**src/rtl/pc_sequencer.sv**
```systemverilog
// pc_sequencer
//   Instruction phase sequencer and program counter for the ForthCPU core.
//   Steps IDLE -> FETCH -> DECODE -> EXECUTE -> COMMIT -> FETCH ... and
//   drives one-hot phase strobes to the group decoders. The jump decision
//   is taken at the EXECUTE edge. The PC is updated at the COMMIT edge from
//   the jump-group controls. A HALT instruction (PC_EN=0) parks the core
//   until RESET.
//
// Parameters
//   RESET_VECTOR  PC value loaded on reset
//
// Ports
//   CLK, RESET                     clock, synchronous active-high reset
//   RUN                            start enable, sampled only in IDLE
//   MEM_WAIT                       stretches FETCH while instruction memory is busy
//   PC_EN                          0 = current instruction is HALT
//   JMPX, JRX                      jump op / relative (1) or absolute (0)
//   CC_APPLYX, CC_INVERTX          conditional jump / take jump when flag is 0
//   CC_SELECTX                     flag select: 00 Z, 01 C, 10 N, 11 V
//   CC_Z, CC_C, CC_N, CC_V         ALU flags
//   JUMP_TARGET                    absolute address or signed relative offset
//   FETCH, DECODE, EXECUTE, COMMIT registered one-hot phase strobes
//   PC                             registered program counter
//   LINK_ADDR                      PC+1, the return address
//   TAKEN                          registered jump decision, valid in COMMIT
//   HALTED                         core stopped by HALT
module pc_sequencer #(
    parameter logic [15:0] RESET_VECTOR = 16'h0000
) (
    input  logic        CLK,
    input  logic        RESET,
    input  logic        RUN,
    input  logic        MEM_WAIT,
    input  logic        PC_EN,
    input  logic        JMPX,
    input  logic        JRX,
    input  logic        CC_APPLYX,
    input  logic        CC_INVERTX,
    input  logic [1:0]  CC_SELECTX,
    input  logic        CC_Z,
    input  logic        CC_C,
    input  logic        CC_N,
    input  logic        CC_V,
    input  logic [15:0] JUMP_TARGET,
    output logic        FETCH,
    output logic        DECODE,
    output logic        EXECUTE,
    output logic        COMMIT,
    output logic [15:0] PC,
    output logic [15:0] LINK_ADDR,
    output logic        TAKEN,
    output logic        HALTED
);

    typedef enum logic [2:0] {
        S_IDLE,
        S_FETCH,
        S_DECODE,
        S_EXECUTE,
        S_COMMIT,
        S_HALT
    } state_t;

    state_t      state;
    state_t      next_state;
    logic        flag_sel;
    logic        taken_next;
    logic        jr_q;
    logic [15:0] pc_next;

    always_comb begin
        flag_sel = CC_Z;
        case (CC_SELECTX)
            2'b00:   flag_sel = CC_Z;
            2'b01:   flag_sel = CC_C;
            2'b10:   flag_sel = CC_N;
            default: flag_sel = CC_V;
        endcase
    end

    assign taken_next = JMPX & (~CC_APPLYX | (flag_sel ^ CC_INVERTX));
    assign LINK_ADDR  = PC + 16'd1;

    always_comb begin
        next_state = state;
        case (state)
            S_IDLE:    if (RUN) next_state = S_FETCH;
            S_FETCH:   if (!MEM_WAIT) next_state = S_DECODE;
            S_DECODE:  next_state = S_EXECUTE;
            S_EXECUTE: next_state = S_COMMIT;
            S_COMMIT:  next_state = PC_EN ? S_FETCH : S_HALT;
            S_HALT:    next_state = S_HALT;
            default:   next_state = S_IDLE;
        endcase
    end

    // JRX is captured with the decision at EXECUTE so the addressing mode
    // matches the flags that produced TAKEN. HALT beats a taken jump.
    always_comb begin
        pc_next = PC;
        if (state == S_COMMIT && PC_EN) begin
            if (TAKEN)
                pc_next = jr_q ? (LINK_ADDR + JUMP_TARGET) : JUMP_TARGET;
            else
                pc_next = LINK_ADDR;
        end
    end

    always_ff @(posedge CLK) begin
        if (RESET) begin
            state   <= S_IDLE;
            FETCH   <= 1'b0;
            DECODE  <= 1'b0;
            EXECUTE <= 1'b0;
            COMMIT  <= 1'b0;
            TAKEN   <= 1'b0;
            HALTED  <= 1'b0;
            jr_q    <= 1'b0;
            PC      <= RESET_VECTOR;
        end else begin
            state   <= next_state;
            // Strobes decode the next state, so each one is high exactly
            // while the sequencer sits in the matching phase.
            FETCH   <= (next_state == S_FETCH);
            DECODE  <= (next_state == S_DECODE);
            EXECUTE <= (next_state == S_EXECUTE);
            COMMIT  <= (next_state == S_COMMIT);
            TAKEN   <= (state == S_EXECUTE) ? taken_next : 1'b0;
            if (state == S_EXECUTE)
                jr_q <= JRX;
            PC      <= pc_next;
            if (state == S_COMMIT && !PC_EN)
                HALTED <= 1'b1;
        end
    end

endmodule
```
**config.mk**
```make
export PLATFORM = sky130hd
export DESIGN_NAME = pc_sequencer
export DESIGN_NICKNAME = d
export VERILOG_FILES = /design/src/rtl/pc_sequencer.sv
export SDC_FILE = /design/constraint.sdc
export NUM_CORES = 1
export LEC_CHECK = 0
export BUFFER_PORTS_ARGS = -buffer_cell sky130_fd_sc_hd__clkbuf_2
export CORE_UTILIZATION = 53
export DETAILED_ROUTE_END_ITERATION = 16
export PLACE_DENSITY_LB_ADDON = 0.08
export SYNTH_ARGS = -nofsm -noshare
export SYNTH_HDL_FRONTEND = slang
export SYNTH_SLANG_ARGS = --single-unit
```
**constraint.sdc**
```tcl
create_clock -name CLK -period 3.25 [get_ports CLK]
set_input_delay 0.65 -clock CLK [delete_from_list [all_inputs] [get_ports CLK]]
set_output_delay 0.65 -clock CLK [all_outputs]
set_load 0.02 [all_outputs]
```
# Word level (Yosys, flattened, before mapping)
# Index checks and enable logic that the tools add are counted.
op_classes:
  mux: 7
  n_bitwise: 5
  eq_ne: 11
  n_reduce_logical: 6
  add_sub_neg: 2
op_table:
  columns: ["op", "n"]
  rows:
  - ["16-bit 2-to-1 mux", 2]
  - ["3-bit one-hot mux with 6 select lines", 1]
  - ["16-bit by 1-bit adder with 16-bit output, second input constant", 1]
  - ["16-bit adder", 1]
  - ["3-bit by 2-bit equality test with 1-bit output, second input constant", 4]
  - ["3-bit equality test, second input constant", 3]
  - ["3-bit 2-to-1 mux", 3]
  - ["3-bit by 1-bit equality test with 1-bit output, second input constant", 2]
  - ["3-bit logical NOT", 1]
  - ["1-bit one-hot mux with 3 select lines", 1]
  - ["2-bit by 1-bit equality test with 1-bit output, second input constant", 1]
  - ["2-bit equality test, second input constant", 1]
  - ["1-bit logical AND", 2]
  - ["2-bit logical NOT", 1]
  - ["1-bit inverter", 2]
  - ["2-bit OR reduction", 1]
  - ["1-bit bitwise AND", 1]
  - ["1-bit logical NOT", 1]
  - ["1-bit bitwise OR", 1]
  - ["1-bit XOR", 1]
totals:
  regBits: 26
  input_bits: 31
  output_inout_bits: 38
  word_cells: 40

# Logic depth before layout (Yosys ltp)
# Gate-level depths: netlist of the first run.
logic_depth:
  ltp_word: 5
  mapped_depth: 13
  depth_no_buf: 12

# Least setup slack after synthesis of the first run
# Ideal clock, no wire load.
synth_timing:
  path_type: "reg2reg"
  start: "register PC[0]"
  end: "register PC[14]"
  setup_slack_ns: -0.232
  arrival_time_ns: 3.381
  required_time_ns: 3.149
  synth_period_minus_slack_ns: 3.482
  n_path_buf: 1
  setup_ns: 0.101
  path_stages_with_launch: 14
  path_cell_list: "dfxtp_1 -> ha_1 -> nand2_1 -> nor3_4 -> nand3_1 -> xnor2_1 -> ha_1 -> clkbuf_1 -> and2_1 -> and3_1 -> a221o_1 -> a41oi_1 -> xor2_1 -> o41ai_1"
synth_between:
  elab_chain_len: 4
synth_lines:
  columns: ["item", "line", "source"]
  rows:
  - ["start: declaration", "49", "output logic [15:0] PC,"]
  - ["start signal: assignment", "131", "PC <= pc_next;"]
  - ["16-bit by 1-bit adder with 16-bit output", "82", "assign LINK_ADDR = PC + 16'd1;"]
  - ["via LINK_ADDR[10]", "50", "output logic [15:0] LINK_ADDR,"]
  - ["16-bit adder", "103", "pc_next = jr_q ? (LINK_ADDR + JUMP_TARGET) : JUMP_TARGET;"]
  - ["16-bit 2-to-1 mux", "103", null]
  - ["16-bit 2-to-1 mux", "102", "if (TAKEN)"]
# The timed path passes the listed nets, and every way through them passes these cells.
# A chain may end at the register's enable or synchronous reset.

# Worst setup path in the final report of the first run
layout_timing:
  start: "register PC[0]"
  end: "register PC[14]"
layout_between:
  elab_chain_len: 4
layout_lines:
  columns: ["item", "line"]
  rows:
  - ["16-bit by 1-bit adder with 16-bit output *", "82"]
  - ["16-bit adder", "103"]
  - ["16-bit 2-to-1 mux", "103"]
  - ["16-bit 2-to-1 mux *", "102"]
# Every way passes the cells marked *; elsewhere a longest branch is shown, timed or not.

==> qor.yml, run 1 <==
setup_path:
  cpPeakStageDelay_ns: 0.40
  cp_max_fo: 8
  rr_worst_depth: 12
  r2r_start: "PC[0]"
  endpoint_kind: "flip-flop"
  crit_required_ns: 3.44
  arrival_ns: 3.19
  crit_start: "PC[0]"
  cp_slowest_cell: "dfxtp_2"
  rr_endpoint: "PC[14]"
  endpoint: "PC[14]"
  start_kind: "flip-flop"
  worstSetupPathType: "reg2reg"
  crit_chain: "ha_2 > nand2_1 > nor3_4 > nand3_2 > xnor2_2 > ha_1 > and2_1 > and3_1 > a221o_1 > a41oi_1 > xor2_1 > o41ai_1"
  r2r_slack_ns: 0.25
grt:
  grt-ovfl-total: 0
  antenna_found_initial: 0
  grt_usage_pct: 29.8
  first_global_vias: 2529
  grt_pass1_wl_um: 12000
  grt_max_degree: 27
floorplanning:
  io-pin-count: 69
  design.die.area_um2: 5050
  start_util_pct: 56.5
  die_w_um: 71.1
  rows: 24
  fp.dieH_um: 71.1
  core_um2: 4470
synthesis:
  synth_area_leaders: "dfxtp_1, ha_1, nor2_1"
  syn_inst: 332
  synth_edf_count: 0
  ys_types: 60
  ys_ff_latch: 26
  async_reset_ff_share_pct: 0
  seq_area_frac_synth_pct: 20.6
  synth_top_area_share_pct: 20.6
  synth_common_cells: "nor2_1, nand2_1, dfxtp_1, a21oi_1, ha_1"
  mappedNetlistArea_um2: 2530
  synth_nets: 384
  avgSynthCellArea_um2: 7.62
  synth_top_area_cell: "dfxtp_1"
  yosysMostFrequentCell: "nor2_1"
  synth_flop_cell: "dfxtp_1"
  synth.yosys.warnings: 0
timing:
  max_freq_ghz: 0.334
  fin_tns_setup_ns: 0
  slew_viol_final: 0
  relSlewSlack_pct: 59.0
  rsz0062_at_grt: "no"
  tightest_slew_ns: 0.616
  min_period_over_period_pct: 92.2
  hold_violations: 0
  setup_viol: 0
  period_needed_ns: 3.00
  finalClockSkew_ns: 0.00883
layout:
  syn_to_final_growth_pct: 21.3
  n_fill_cell: 378
  layout-drive-gt1-share_pct: 26.2
  design_area_um2: 3070
  nets: 450
  diodes: 0
clock_network:
  cts_buffer_depth: 2
  clk_pin_slew_worst_paths_ns: 0.10
  cts_tree: "built"
  cts_sinks: 26
  post-cts-setup-buffers: 0
  ctsResizeCount: 0
  htree_levels: 1
  clockRootBuffer: "clkbuf_8"
  clkLatencyLatePin_ns: 0.28
  ctsHoldBuffers: 0
  cts_buffers: 3
job:
  drv_cap: 0
worst_hold_path:
  whs_path_depth: 2
  hp-class: "reg2reg"
pwr:
  vdd_ir_drop_max_uv: 277
  intPower_mw: 0.541
  seq_power_share_pct: 45.9
  p_switching_mw: 0.186
  clkPwrFrac_pct: 38.3
  pwr-share-comb_pct: 15.8
  power_density_nw_per_um2: 237
  swShare_pct: 25.5
  p_leak_nw: 1.37
detailed_routing:
  drc: 3
  ant_nets: 0
  avgRoutedWirePerCell_um: 16.2
  drtIter0Drc: 282
  wl_um: 7260
  viasPerCell: 6.22
  num_vias: 2791
  drtPass1Iterations: 11
placed_design:
  io_buffers: 68
  gp_congestion: 0.939
  placement.cell_area_um2: 2980
  dpl.hpwl_um: 5670
outcome:
  violations: "DRC"
  status: "finished with violations"
-- worst min path at each step --
stage,from,end
global route,PC[1],PC[1]
detailed placement,PC[1],PC[1]
CTS,PC[1],PC[1]
finish,PC[1],PC[1]
floorplan,state[0],COMMIT
global placement,HALTED,HALTED
-- power by group through the flow --
stage	Clock, mW	Sequential, mW	Combinational [mW]
2_1_floorplan	0	0.340	0.0702
3_3_place_gp	0	0.341	0.111
3_5_place_dp	0	0.341	0.113
4_1_cts	0.284	0.333	0.114
5_1_grt	0.300	0.335	0.127
6_report	0.278	0.333	0.115
-- kinds of logic (layout without fill, tap and decap cells) --
| group | Yosys count | in the layout | share of synthesized area (%) |
|---|---|---|---|
| adder cells (fa/ha/maj) | 21 | 21 | 10.7 |
| AND/OR/NAND/NOR | 125 | 125 | 25.8 |
| AO/OA/AOI/OAI | 98 | 98 | 25.8 |
| buffers and inverters | 28 | 93 | 4.25 |
| multiplexers | 9 | 9 | 4.20 |
| XOR/XNOR | 25 | 25 | 8.65 |
| flip-flops | 26 | 26 | 20.6 |
-- sequential cells by signal, summed over array words and instances (netlist names) --
signal	flops
EXECUTE	1
DECODE	1
COMMIT	1
state	3
FETCH	1
PC	16
HALTED	1
jr_q	1
TAKEN	1
-- layout by cell type, fill, tap and decap left out, types with 6 or more instances in the layout --
cell type / n
clkbuf_2: 68
nor2_1: 34
nand2_1: 30
dfxtp_1: 23
a21oi_1: 23
ha_1: 19
o21ai_0: 16
nand3_1: 14
xor2_1: 13
nor3_1: 12
buf_4: 12
xnor2_1: 10
inv_1: 8
a211oi_1: 8
a31oi_1: 6
-- stage by stage --
stage               worst slack, ns  std cells  hold WS [ns]  utilization (%)  power (mW)
floorplan                   0.00822        332         0.504                -       0.410
global placement              0.302        445         0.457             66.7       0.452
detailed placement            0.212        445         0.489             66.7       0.454
CTS                           0.188        449         0.504             68.3       0.731
global route                0.00919        449         0.530             68.6       0.761
finish                        0.252        449         0.504             68.6       0.727
-- worst max-delay path, delay by kind of cell (launching register included) --
family,cells,cell delay [ns]
DFF,1,0.40
adders and majority gates,2,0.62
and+or+nand+nor,5,0.90
AOI/OAI and AO/OA,3,0.72
xor gates and xnor gates,2,0.26
-- area by class of cell --
class	count	area, um^2	area share [%]
multi-input cells	278	1940	63.4
clock inverters	1	30.0	0.978
inverters	9	33.8	1.10
well taps	52	65.1	2.12
clock buffers	3	41.3	1.35
flip-flops and latches	26	524	17.1
repair buffers	80	430	14.0
-- layer usage --
layer | vias to the layer above | share of wire, % | routed length [um] | GRT usage, %
met2 | 130 | 48 | 3470 | 50.1
met1 | 1285 | 44 | 3210 | 40.4
met5 | - | 0 | 0 | 0
met3 | 9 | 6.9 | 499 | 4.56
met4 | 0 | 1.1 | 78 | 6.67
li1 | 1367 | - | - | -
Power figures use the tool's default switching activity.
==> inputs of run 2 (changes only) <==
- CORE_UTILIZATION: 53 -> 48
- clock period: 3.25 -> 2.6 ns (I/O delays scaled with it)
==> run 2 against run 1 <==
Compared with the run above: the run ends with DRC, setup timing left; wire length rose by 28%; first-iteration DRC count fell by 46%; sequential power increased by 23%; clock power increased by 7.9%; critical endpoint unchanged; highest routed layer unchanged.
==> qor.yml, run 2 (synthesized netlist as in run 1, its figures left out) <==
detailed_routing:
  drtIter0Drc: 152  # -46%
  drc: 1  # -2
  viasPerCell: 6.01  # -3.3%
  ant_nets: 0  # unchanged
  num_vias: 3239  # +16%
  drtPass1Iterations: 10  # -1
  wl_um: 9300  # +28%
  avgRoutedWirePerCell_um: 17.3  # +6.7%
setup_path:
  worstSetupPathType: "reg2reg"
  rr_worst_depth: 11  # -1
  cp_max_fo: 4  # -4
  rr_endpoint: "PC[14]"
  r2r_start: "PC[0]"
  crit_required_ns: 2.74  # -0.70 ns
  start_kind: "flip-flop"
  endpoint_kind: "flip-flop"
  arrival_ns: 2.91  # -0.28 ns
  r2r_slack_ns: -0.17  # -0.42 ns
timing:
  min_period_over_period_pct: 107  # +14 points
  relSlewSlack_pct: 60.2  # +1.3 points
  rsz0062_at_grt: "yes"
  period_needed_ns: 2.77  # -0.227 ns
  finalClockSkew_ns: 0.00350  # -0.00532 ns
  fin_tns_setup_ns: -0.247  # -0.247 ns
  max_freq_ghz: 0.361  # +8.2%
  setup_viol: 5  # +5
  hold_violations: 0  # unchanged
  slew_viol_final: 0  # unchanged
  tightest_slew_ns: 0.597  # -0.0191 ns
  timing.final.ws_setup_ns: -0.171  # -0.423 ns
placed_design:
  dpl.hpwl_um: 6360  # +12%
  placement.cell_area_um2: 3540  # +19%
  io_buffers: 68  # unchanged
  place_inst: 517  # +16%
  gp_congestion: 0.888  # -5.4%
layout:
  fin_util_pct: 82.2  # +14 points
  design_area_um2: 4200  # +37%
  layout_commonest_cell: "buf_4"
  final_cell_mix: "buf_4, clkbuf_2, nor2_1, nand2_1, dfxtp_1"
  nets: 522  # +16%
  largest-register: "PC"
  top_regs: "PC (16), state (3)"
  largest_reg_flops: 16  # unchanged
  syn_to_final_growth_pct: 65.9
  diodes: 0  # unchanged
  fin_cells: 539  # +20%
  layout-drive-gt1-share_pct: 51.6  # +25 points
grt:
  first_global_vias: 2737  # +8.2%
  grt_max_degree: 27  # unchanged
  antenna_found_initial: 0  # unchanged
  grt_usage_pct: 29.2  # -0.62 points
  grt_pass1_wl_um: 12500  # +3.9%
  grt-ovfl-total: 0  # unchanged
floorplanning:
  core_um2: 5110  # +14%
  die_w_um: 74.6  # +4.9%
  fp.dieH_um: 74.6  # +4.9%
  design.die.area_um2: 5570  # +10%
  rows: 26  # +8.3%
  io-pin-count: 69  # unchanged
  start_util_pct: 49.5  # -7.0 points
worst_hold_path:
  min_to: "jr_q"
  whs_path_depth: 3  # +1
  min_from: "JRX"
  hp-class: "in2reg"
clock_network:
  cts_buffers: 3  # unchanged
  clockRootBuffer: "clkbuf_8"
  cts_tree: "built"
  clk_pin_slew_worst_paths_ns: 0.09  # about the same
  clkLatencyLatePin_ns: 0.27  # about the same
  cts_sinks: 26  # unchanged
  cts_buffer_depth: 2  # unchanged
  htree_levels: 1  # unchanged
pwr:
  power_density_nw_per_um2: 217  # -8.5%
  finalPower_mw: 0.909  # +25%
  p_leak_nw: 1.84  # +35%
  vdd_ir_drop_max_uv: 255  # -7.9%
outcome:
  status: "finished with violations"
  violations: "DRC, setup timing"
job:
  drv_cap: 0  # unchanged
==> run 2: final cells by class <==
type	instances	area [um^2]
multi-input cells	278	2470
inverters	9	33.8
well taps	70	87.6
clock buffers	4	66.3
flip-flops and latches	26	547
repair buffers	152	996
fillers	325	911
==> run 2: through the flow <==
step / hold slack [ns] / setup WS (ns)
3_5_place_dp: 0.467 / -0.145
5_1_grt: 0.480 / -0.268
3_3_place_gp: 0.453 / -0.0990
2_1_floorplan: 0.504 / -0.286
4_1_cts: 0.479 / -0.0755
6_report: 0.479 / -0.171
==> run 2: per-layer routing <==
layer  GRT usage (%)  vias to the layer above  part of all wire (%)  routed length, um
met2            51.3                      175                    49               4570
met3            2.98                       48                   6.2                580
met4            9.43                        0                   5.0                466
met1            37.3                     1499                    40               3680
met5               0                        -                     0                  0
li1                -                     1517                     -                  -
==> run 2: how the worst max path moves through the flow <==
stage | from | to | slack (ns) | cells past startpoint
final | PC[0] | PC[14] | -0.17 | 11
after global routing | PC[0] | PC[14] | -0.27 | 11
after CTS | PC[1] | PC[11] | -0.08 | 12
after detailed placement | PC[1] | PC[13] | -0.15 | 13
after global placement | PC[1] | PC[11] | -0.1 | 12
after floorplan | PC[2] | PC[14] | -0.29 | 11
==> run 2: critical path, cell delays in order, from the launching register on <==
cell,delay [ns]
dfxtp_4,0.38
ha_4,0.15
nand2_4,0.06
or3_1,0.40
nor2_2,0.16
xor2_2,0.19
ha_1,0.30
and3_4,0.17
a221o_1,0.36
a41oi_2,0.17
xor2_1,0.21
o41ai_2,0.08
==> run 2: repair_timing <==
action | in CTS | in global routing
pin swaps | 8 | 36
buffers inserted | 3 | 16
endpoints found under the setup margin | 8 | 11
hold buffers | 0 | 0
resized for setup | 15 | 61
==> run 2: power breakdown <==
| group | internal [mW] | switching, mW | total, mW |
|---|---|---|---|
| sequential | 0.399 | 0.0107 | 0.410 |
| clock | 0.167 | 0.132 | 0.300 |
| combinational | 0.0978 | 0.102 | 0.200 |
